$ cat src/rtl/mod_down_counter_if.sv
// Request/response bundle for mod_down_counter: raw button levels and modulus in,
// registered count and status flags out.
interface mod_down_counter_if #(
    parameter int WIDTH = 3
);
    logic             step;
    logic             load;
    logic [WIDTH-1:0] mod_in;
    logic [WIDTH-1:0] count;
    logic             tc;
    logic             toggle;
    logic             mod_err;

    modport master (
        output step, load, mod_in,
        input  count, tc, toggle, mod_err
    );

    modport slave (
        input  step, load, mod_in,
        output count, tc, toggle, mod_err
    );
endinterface

$ cat src/rtl/mod_down_counter.sv
// Loadable modulo down-counter driven by raw asynchronous step/load levels.
// Each level is synchronized, edge-detected and acted on as a one-cycle pulse.
module mod_down_counter #(
    parameter int WIDTH       = 3,
    parameter int DEFAULT_MOD = 7
) (
    input  logic               clk,
    input  logic               reset,
    mod_down_counter_if.slave  bus
);
    localparam logic [WIDTH-1:0] ONE       = WIDTH'(1);
    localparam logic [WIDTH-1:0] MIN_MOD   = WIDTH'(2);
    localparam logic [WIDTH-1:0] RESET_MOD = WIDTH'(DEFAULT_MOD);
    localparam logic [WIDTH-1:0] RESET_CNT = WIDTH'(DEFAULT_MOD - 1);

    logic [2:0]       step_sync;
    logic [2:0]       load_sync;
    logic             step_p;
    logic             load_p;
    logic [WIDTH-1:0] mod_r;
    logic [WIDTH-1:0] count_r;
    logic             tc_r;
    logic             toggle_r;
    logic             mod_err_r;
    logic             load_legal;

    // Bits [1:0] are the synchronizer pair, bit [2] is the edge-detect history.
    always_ff @(posedge clk or negedge reset) begin
        if (!reset) begin
            step_sync <= '0;
            load_sync <= '0;
        end else begin
            step_sync <= {step_sync[1:0], bus.step};
            load_sync <= {load_sync[1:0], bus.load};
        end
    end

    always_comb begin
        step_p     = step_sync[1] & ~step_sync[2];
        load_p     = load_sync[1] & ~load_sync[2];
        load_legal = (bus.mod_in >= MIN_MOD);
    end

    // Load takes priority over step; a load never counts as a wrap.
    always_ff @(posedge clk or negedge reset) begin
        if (!reset) begin
            mod_r     <= RESET_MOD;
            count_r   <= RESET_CNT;
            tc_r      <= 1'b0;
            toggle_r  <= 1'b0;
            mod_err_r <= 1'b0;
        end else begin
            tc_r <= 1'b0;
            if (load_p) begin
                if (load_legal) begin
                    mod_r     <= bus.mod_in;
                    count_r   <= bus.mod_in - ONE;
                    mod_err_r <= 1'b0;
                end else begin
                    mod_err_r <= 1'b1;
                end
            end else if (step_p) begin
                if (count_r == '0) begin
                    count_r  <= mod_r - ONE;
                    tc_r     <= 1'b1;
                    toggle_r <= ~toggle_r;
                end else begin
                    count_r <= count_r - ONE;
                end
            end
        end
    end

    assign bus.count   = count_r;
    assign bus.tc      = tc_r;
    assign bus.toggle  = toggle_r;
    assign bus.mod_err = mod_err_r;
endmodule

$ cat src/flat_wrapper.sv
// flat-port wrapper written by rule: the top's interface ports become plain ports
module mod_down_counter_flat 
#(
    parameter int WIDTH       = 3,
    parameter int DEFAULT_MOD = 7
)
  (clk, reset, bus_step, bus_load, bus_mod_in, bus_count, bus_tc, bus_toggle, bus_mod_err);
  mod_down_counter_if #(.WIDTH(WIDTH)) bus_i ();
  input  logic clk;
  input  logic reset;
  input wire logic [$bits(bus_i.step)-1:0] bus_step;
  input wire logic [$bits(bus_i.load)-1:0] bus_load;
  input wire logic [$bits(bus_i.mod_in)-1:0] bus_mod_in;
  output wire logic [$bits(bus_i.count)-1:0] bus_count;
  output wire logic [$bits(bus_i.tc)-1:0] bus_tc;
  output wire logic [$bits(bus_i.toggle)-1:0] bus_toggle;
  output wire logic [$bits(bus_i.mod_err)-1:0] bus_mod_err;
  assign bus_i.step = bus_step;
  assign bus_i.load = bus_load;
  assign bus_i.mod_in = bus_mod_in;
  assign bus_count = bus_i.count;
  assign bus_tc = bus_i.tc;
  assign bus_toggle = bus_i.toggle;
  assign bus_mod_err = bus_i.mod_err;
  mod_down_counter #(.WIDTH(WIDTH), .DEFAULT_MOD(DEFAULT_MOD)) u_core (.clk(clk), .reset(reset), .bus(bus_i));
endmodule
$ cat config.mk
export PLATFORM = sky130hd
export DESIGN_NAME = mod_down_counter_flat
export DESIGN_NICKNAME = d
export VERILOG_FILES = /design/src/rtl/mod_down_counter_if.sv /design/src/rtl/mod_down_counter.sv /design/src/flat_wrapper.sv
export SDC_FILE = /design/constraint.sdc
export NUM_CORES = 1
export LEC_CHECK = 0
export BUFFER_PORTS_ARGS = -buffer_cell sky130_fd_sc_hd__buf_2
export CAP_MARGIN = 20
export CORE_AREA = 3 3 48 50
export DETAILED_ROUTE_END_ITERATION = 16
export DIE_AREA = 0 0 51 53
export PLACE_DENSITY = 0.6
export SKIP_CTS_REPAIR_TIMING = 1
export SLEW_MARGIN = 10
export SYNTH_ARGS = -nofsm -noshare
export SYNTH_HDL_FRONTEND = slang
export SYNTH_SLANG_ARGS = --single-unit
$ cat constraint.sdc
create_clock -name clk -period 2.9 [get_ports clk]
set_clock_uncertainty 0.05 [all_clocks]
set_input_delay 0.435 -clock clk [delete_from_list [all_inputs] [get_ports clk]]
set_output_delay 0.435 -clock clk [all_outputs]
set_load 0.03 [all_outputs]
==> flow_summary.ini, run 1 <==
[outcome]
status = finished, final reports clean

[yosys]
syn_nets = 61
synth_warnings = 0
synthXorXnorAreaFrac_pct = 1.34
netlist_area_um2 = 653
synthMuxAreaShare_pct = 6.90
syn_avg_cell_area_um2 = 12.3
synth_compound_area_share_pct = 8.62
async_reset_ff_share_pct = 100
yosys_most_used_dff = dfrtp_1
netlist_instances = 53
synth_edf_count = 0
synthDistinctLibCells = 24
synthSimpleGateAreaFrac_pct = 22.8
ys_ff_latch = 15
ys_seq_area_share_pct = 58.4
synth_fa_ha_area_share_pct = 1.92
synth_top_family_by_area = simple AND/OR/NAND/NOR gates

[pwr]
pwr-share-clk_pct = 18.0
combPwrFrac_pct = 32.7
power_density_nw_per_um2 = 825
intPower_mw = 0.401
p_total_mw = 0.647
seq_power_share_pct = 49.3
p_sw_mw = 0.246
ir_worst_vdd_uv = 414
p_leak_nw = 0.344
netSwitchingFraction_pct = 38.1

[timing]
hold_violations = 0
worstMarginPinSlew_ns = 0.309
clock.fmax_ghz = 0.554
maxSlewHeadroom_pct = 79.4
fin_crit_sh_pct = 62.2
setup_viol = 0
timing.final.max_slew_violations = 0
rsz0062_at_grt = false
period_minus_slack_ns = 1.80
tns_ns = 0

[clocking]
path_clk_slew_ns = 0.09
clkSinkCount = 15
clock_latency_ns = 0.28
clock-root-buffer = clkbuf_4
tritoncts = built
htreeDepth = 1
ctsLongestPathBuffers = 2
cts_buffers = 3

[floorplanning]
die_x_um = 51
core_um2 = 1940
die_y_um = 53
num_io_pins = 13
num_rows = 16
fp.dieArea_um2 = 2700
start_util_pct = 33.6

[hold_path]
min-delay-start = bus_step
min_path_cells = 1
hp-class = in2reg

[final_layout]
area_growth_pct = 20.1
antenna_cells = 0
drive_gt1_share_pct = 38.6
final_cell_mix = buf_2, nand2_1, dfrtp_1
mostFrequentLayoutCell = buf_2
layout.nets = 79
final_area_um2 = 785

[worst_setup_path]
critPathArrivalTime_ns = 1.97
crit_buf_inv = 0
path_cells = nor3b_1 > o21ai_0 > and2_1 > ha_1 > o31a_1 > o221a_1
path_depth = 6
critPathMaxFanout = 4
worstPathRequired_ns = 3.06
worstSetupPathType = reg2reg
start_kind = register
r2r-start = u_core.mod_r[1]$_DFFE_PN1P_
end_kind = register
cp-startpoint = u_core.mod_r[1]$_DFFE_PN1P_
rrSetupSlack_ns = 1.10
slowest_delay_ns = 0.53
path_delay_family = compound AO/OA/AOI/OAI gates
rr_worst_depth = 6
cp_slowest_cell = dfstp_2

[route]
drt-total-wl_mm = 1.06
vias = 444
drc = 0
via_per_inst = 4.58
dr.pass1.iters = 4
ant_nets = 0
drtIter0Drc = 6
wl_per_cell_um = 10.9

[run]
maxCapViolCount = 0

[grt]
grt_usage_pct = 9.52
grt_first_pass_wirelength_mm = 1.88
grt_pass1_vias = 429
grt_max_degree = 16
grt_antenna_before_repair = 0
overflow = 0

[placed_design]
detailed_place_hpwl_um = 828
io_buffers = 12
postPlaceCellArea_um2 = 747
gp_congestion = 0.709
## area by class of cell
| cell class | instances | area, um2 |
|---|---|---|
| clock inverter | 1 | 5.00 |
| multi-input combinational | 38 | 272 |
| tap | 27 | 33.8 |
| timing repair buffer | 13 | 70.1 |
| clock buffer | 3 | 22.5 |
| fill | 201 | 1160 |
| sequential | 15 | 382 |
## state kept, by name (all words and copies together) (netlist names)
register / cells
u_core.mod_r: 3
u_core.bus.count: 3
u_core.bus.toggle: 1
u_core.step_sync: 3
u_core.bus.tc: 1
u_core.bus.mod_err: 1
u_core.load_sync: 3
## power by group through the flow
stage | Sequential (mW) | Clock [mW] | Combinational (mW)
2_1_floorplan | 0.375 | 0 | 0.0949
3_3_place_gp | 0.324 | 0 | 0.210
3_5_place_dp | 0.323 | 0 | 0.214
4_1_cts | 0.319 | 0.125 | 0.215
5_1_grt | 0.329 | 0.136 | 0.232
6_report | 0.319 | 0.116 | 0.212
## Yosys cell counts (2+ instances only)
| cell | instances | area (um2) |
|---|---|---|
| nand2_1 | 10 | 37.5 |
| dfstp_2 | 5 | 131 |
| a21oi_1 | 2 | 10.0 |
| nor3b_1 | 3 | 22.5 |
| dfrtp_1 | 10 | 250 |
| nand2b_1 | 2 | 12.5 |
| nor2_1 | 4 | 15.0 |
## per-layer routing
layer / vias up / GRT usage, % / share of wire, %
li1: 222 / - / -
met1: 215 / 13.1 / 50
met2: 7 / 13.5 / 45
met3: 0 / 2.25 / 5.3
met4: 0 / 5.38 / 0
met5: - / 0 / 0
## logic make-up after synthesis
logic type                 count (synthesis)
xor gates and xnor gates                   1
muxes                                      3
adders and majority gates                  1
and+or+nand+nor                           25
AOI/OAI and AO/OA                          8
DFF                                       15
## worst paths after layout
check | endpoint
min reg2reg | u_core.step_sync[1]$_DFF_PN0_
min | u_core.step_sync[0]$_DFF_PN0_
max | u_core.bus.count[2]$_DFFE_PN1P_
max reg2reg | u_core.bus.count[2]$_DFFE_PN1P_
max in group asynchronous | u_core.mod_r[0]$_DFFE_PN1P_
min in group asynchronous | u_core.bus.mod_err$_DFFE_PN0P_
## stage by stage
stage	worst slack, ns	cells	utilization, %	hold WS [ns]
after floorplan	1.11	53	-	0.0894
after global routing	1.02	97	40.4	0.181
after CTS	1.08	96	39.9	-0.0178
after global placement	1.14	92	38.5	0.283
final	1.10	97	40.4	0.208
after detailed placement	1.09	92	38.5	0.287
(Power assumes the default switching activity.)
==> run 2: changes to the inputs <==
Settings changed: PLACE_DENSITY 0.6 to 0.62.
Clock period 2.9 ns to 1.5 ns, I/O delays scaled along.
==> run 2 against run 1 <==
- the flow now finishes with violations (setup timing)
- final cell count increased by 12%
- setup slack worse by 1.2 ns
- die area unchanged
- largest power group is now combinational cells
==> flow_summary.ini, run 2 (synthesized netlist as in run 1, its figures left out) <==
[floorplanning]
fp.dieArea_um2 = 2700
start_util_pct = 33.6
core_um2 = 1940
num_io_pins = 13
die_x_um = 51
die_y_um = 53
num_rows = 16

[route]
drc = 0
via_per_inst = 4.50
drtIter0Drc = 5
dr.pass1.iters = 2
drt-total-wl_mm = 1.27
ant_nets = 0
vias = 490
wl_per_cell_um = 11.6

[final_layout]
fillers = 193
antenna_cells = 0
mostFrequentLayoutCell = buf_2
final_cells = 109
drive_gt1_share_pct = 52.4
area_growth_pct = 39.5
final_cell_mix = buf_2, nand2_1, buf_4
layout.nets = 91
fin_util_pct = 46.9

[worst_setup_path]
critPathMaxFanout = 4
start_kind = register
cp-startpoint = u_core.mod_r[1]$_DFFE_PN1P_
r2r-start = u_core.mod_r[1]$_DFFE_PN1P_
worstPathRequired_ns = 1.67
worstSetupPathType = reg2reg
critPathArrivalTime_ns = 1.81
end_kind = register

[grt]
grt_antenna_before_repair = 0
grt_max_degree = 16
grt_first_pass_wirelength_mm = 2.06
overflow = 0
grt_pass1_vias = 444
grt_usage_pct = 10.8

[run]
maxCapViolCount = 0

[pwr]
p_total_mw = 1.46
netSwitchingFraction_pct = 36.8
seq_power_share_pct = 40.3
combPwrFrac_pct = 43.6
intPower_mw = 0.921
pwr-share-clk_pct = 16.1
p_leak_nw = 0.404
ir_worst_vdd_uv = 992
p_sw_mw = 0.537
power_density_nw_per_um2 = 1600

[timing]
hold_violations = 0
setup_ws_ns = -0.141
setup_viol = 2
worstMarginPinSlew_ns = 0.331
maxSlewHeadroom_pct = 77.9
clock.fmax_ghz = 0.609
fin_crit_sh_pct = 109
period_minus_slack_ns = 1.64
tns_ns = -0.188
timing.final.max_slew_violations = 0
rsz0062_at_grt = true

[clocking]
clock-root-buffer = clkbuf_4
cts_buffers = 3
clkSinkCount = 15
path_clk_slew_ns = 0.09
htreeDepth = 1
clock_latency_ns = 0.28
ctsLongestPathBuffers = 2
tritoncts = built

[outcome]
violations = setup timing
status = finished, violations left

[placed_design]
gp_congestion = 0.815
io_buffers = 12
detailed_place_hpwl_um = 995
place_inst = 102

[hold_path]
min-delay-start = bus_mod_in[0]
hp-class = in2reg
[run 2: layout make-up]
| class | count | area (um2) | area share [%] |
|---|---|---|---|
| flip-flops and latches | 15 | 383 | 42.0 |
| multi-input cells | 38 | 293 | 32.1 |
| repair buffers | 25 | 171 | 18.8 |
| well taps | 27 | 33.8 | 3.71 |
| clock buffers | 3 | 22.5 | 2.47 |
| clock inverters | 1 | 7.51 | 0.824 |
[run 2: stage by stage]
step	setup WS [ns]	hold WS [ns]	area, um2
floorplan	-0.188	-0.121	662
global route	-0.194	0.129	911
global placement	-0.116	0.0909	831
detailed placement	-0.143	0.0940	831
CTS	-0.160	-0.227	861
finish	-0.141	0.151	911
[run 2: worst max-delay path, cell delays in order (launching register included)]
cell and delay (ns):
dfstp_2 0.53, nor3b_2 0.14, o21ai_1 0.06, and2_1 0.14
ha_2 0.20, o31a_1 0.24, o221a_1 0.21
[run 2: power by group through the flow]
stage / clock network (mW) / logic [mW] / registers (mW)
after global routing: 0.277 / 0.687 / 0.599
final: 0.235 / 0.636 / 0.588
after floorplan: 0 / 0.189 / 0.733
after detailed placement: 0 / 0.591 / 0.596
after CTS: 0.250 / 0.592 / 0.588
after global placement: 0 / 0.575 / 0.593
[run 2: metal layers]
metal	part of all wire [%]	GRT usage (%)	wire length, um
met5	0	0	0
met4	1.1	4.04	14
met3	6.5	4.79	82
met2	46	16.7	583
met1	46	13.2	585
[run 2: worst paths after layout]
| kind | endpoint | slack, ns | depth (start not counted) |
|---|---|---|---|
| max | u_core.bus.count[2]$_DFFE_PN1P_ | -0.14 | 6 |
| min | u_core.mod_r[0]$_DFFE_PN1P_ | 0.15 | 2 |
| max reg2reg | u_core.bus.count[2]$_DFFE_PN1P_ | -0.14 | 6 |
| min reg2reg | u_core.load_sync[1]$_DFF_PN0_ | 0.30 | 0 |
| max in group asynchronous | u_core.bus.count[1]$_DFFE_PN1P_ | 0.79 | 2 |
| min in group asynchronous | u_core.bus.mod_err$_DFFE_PN0P_ | 0.31 | 2 |
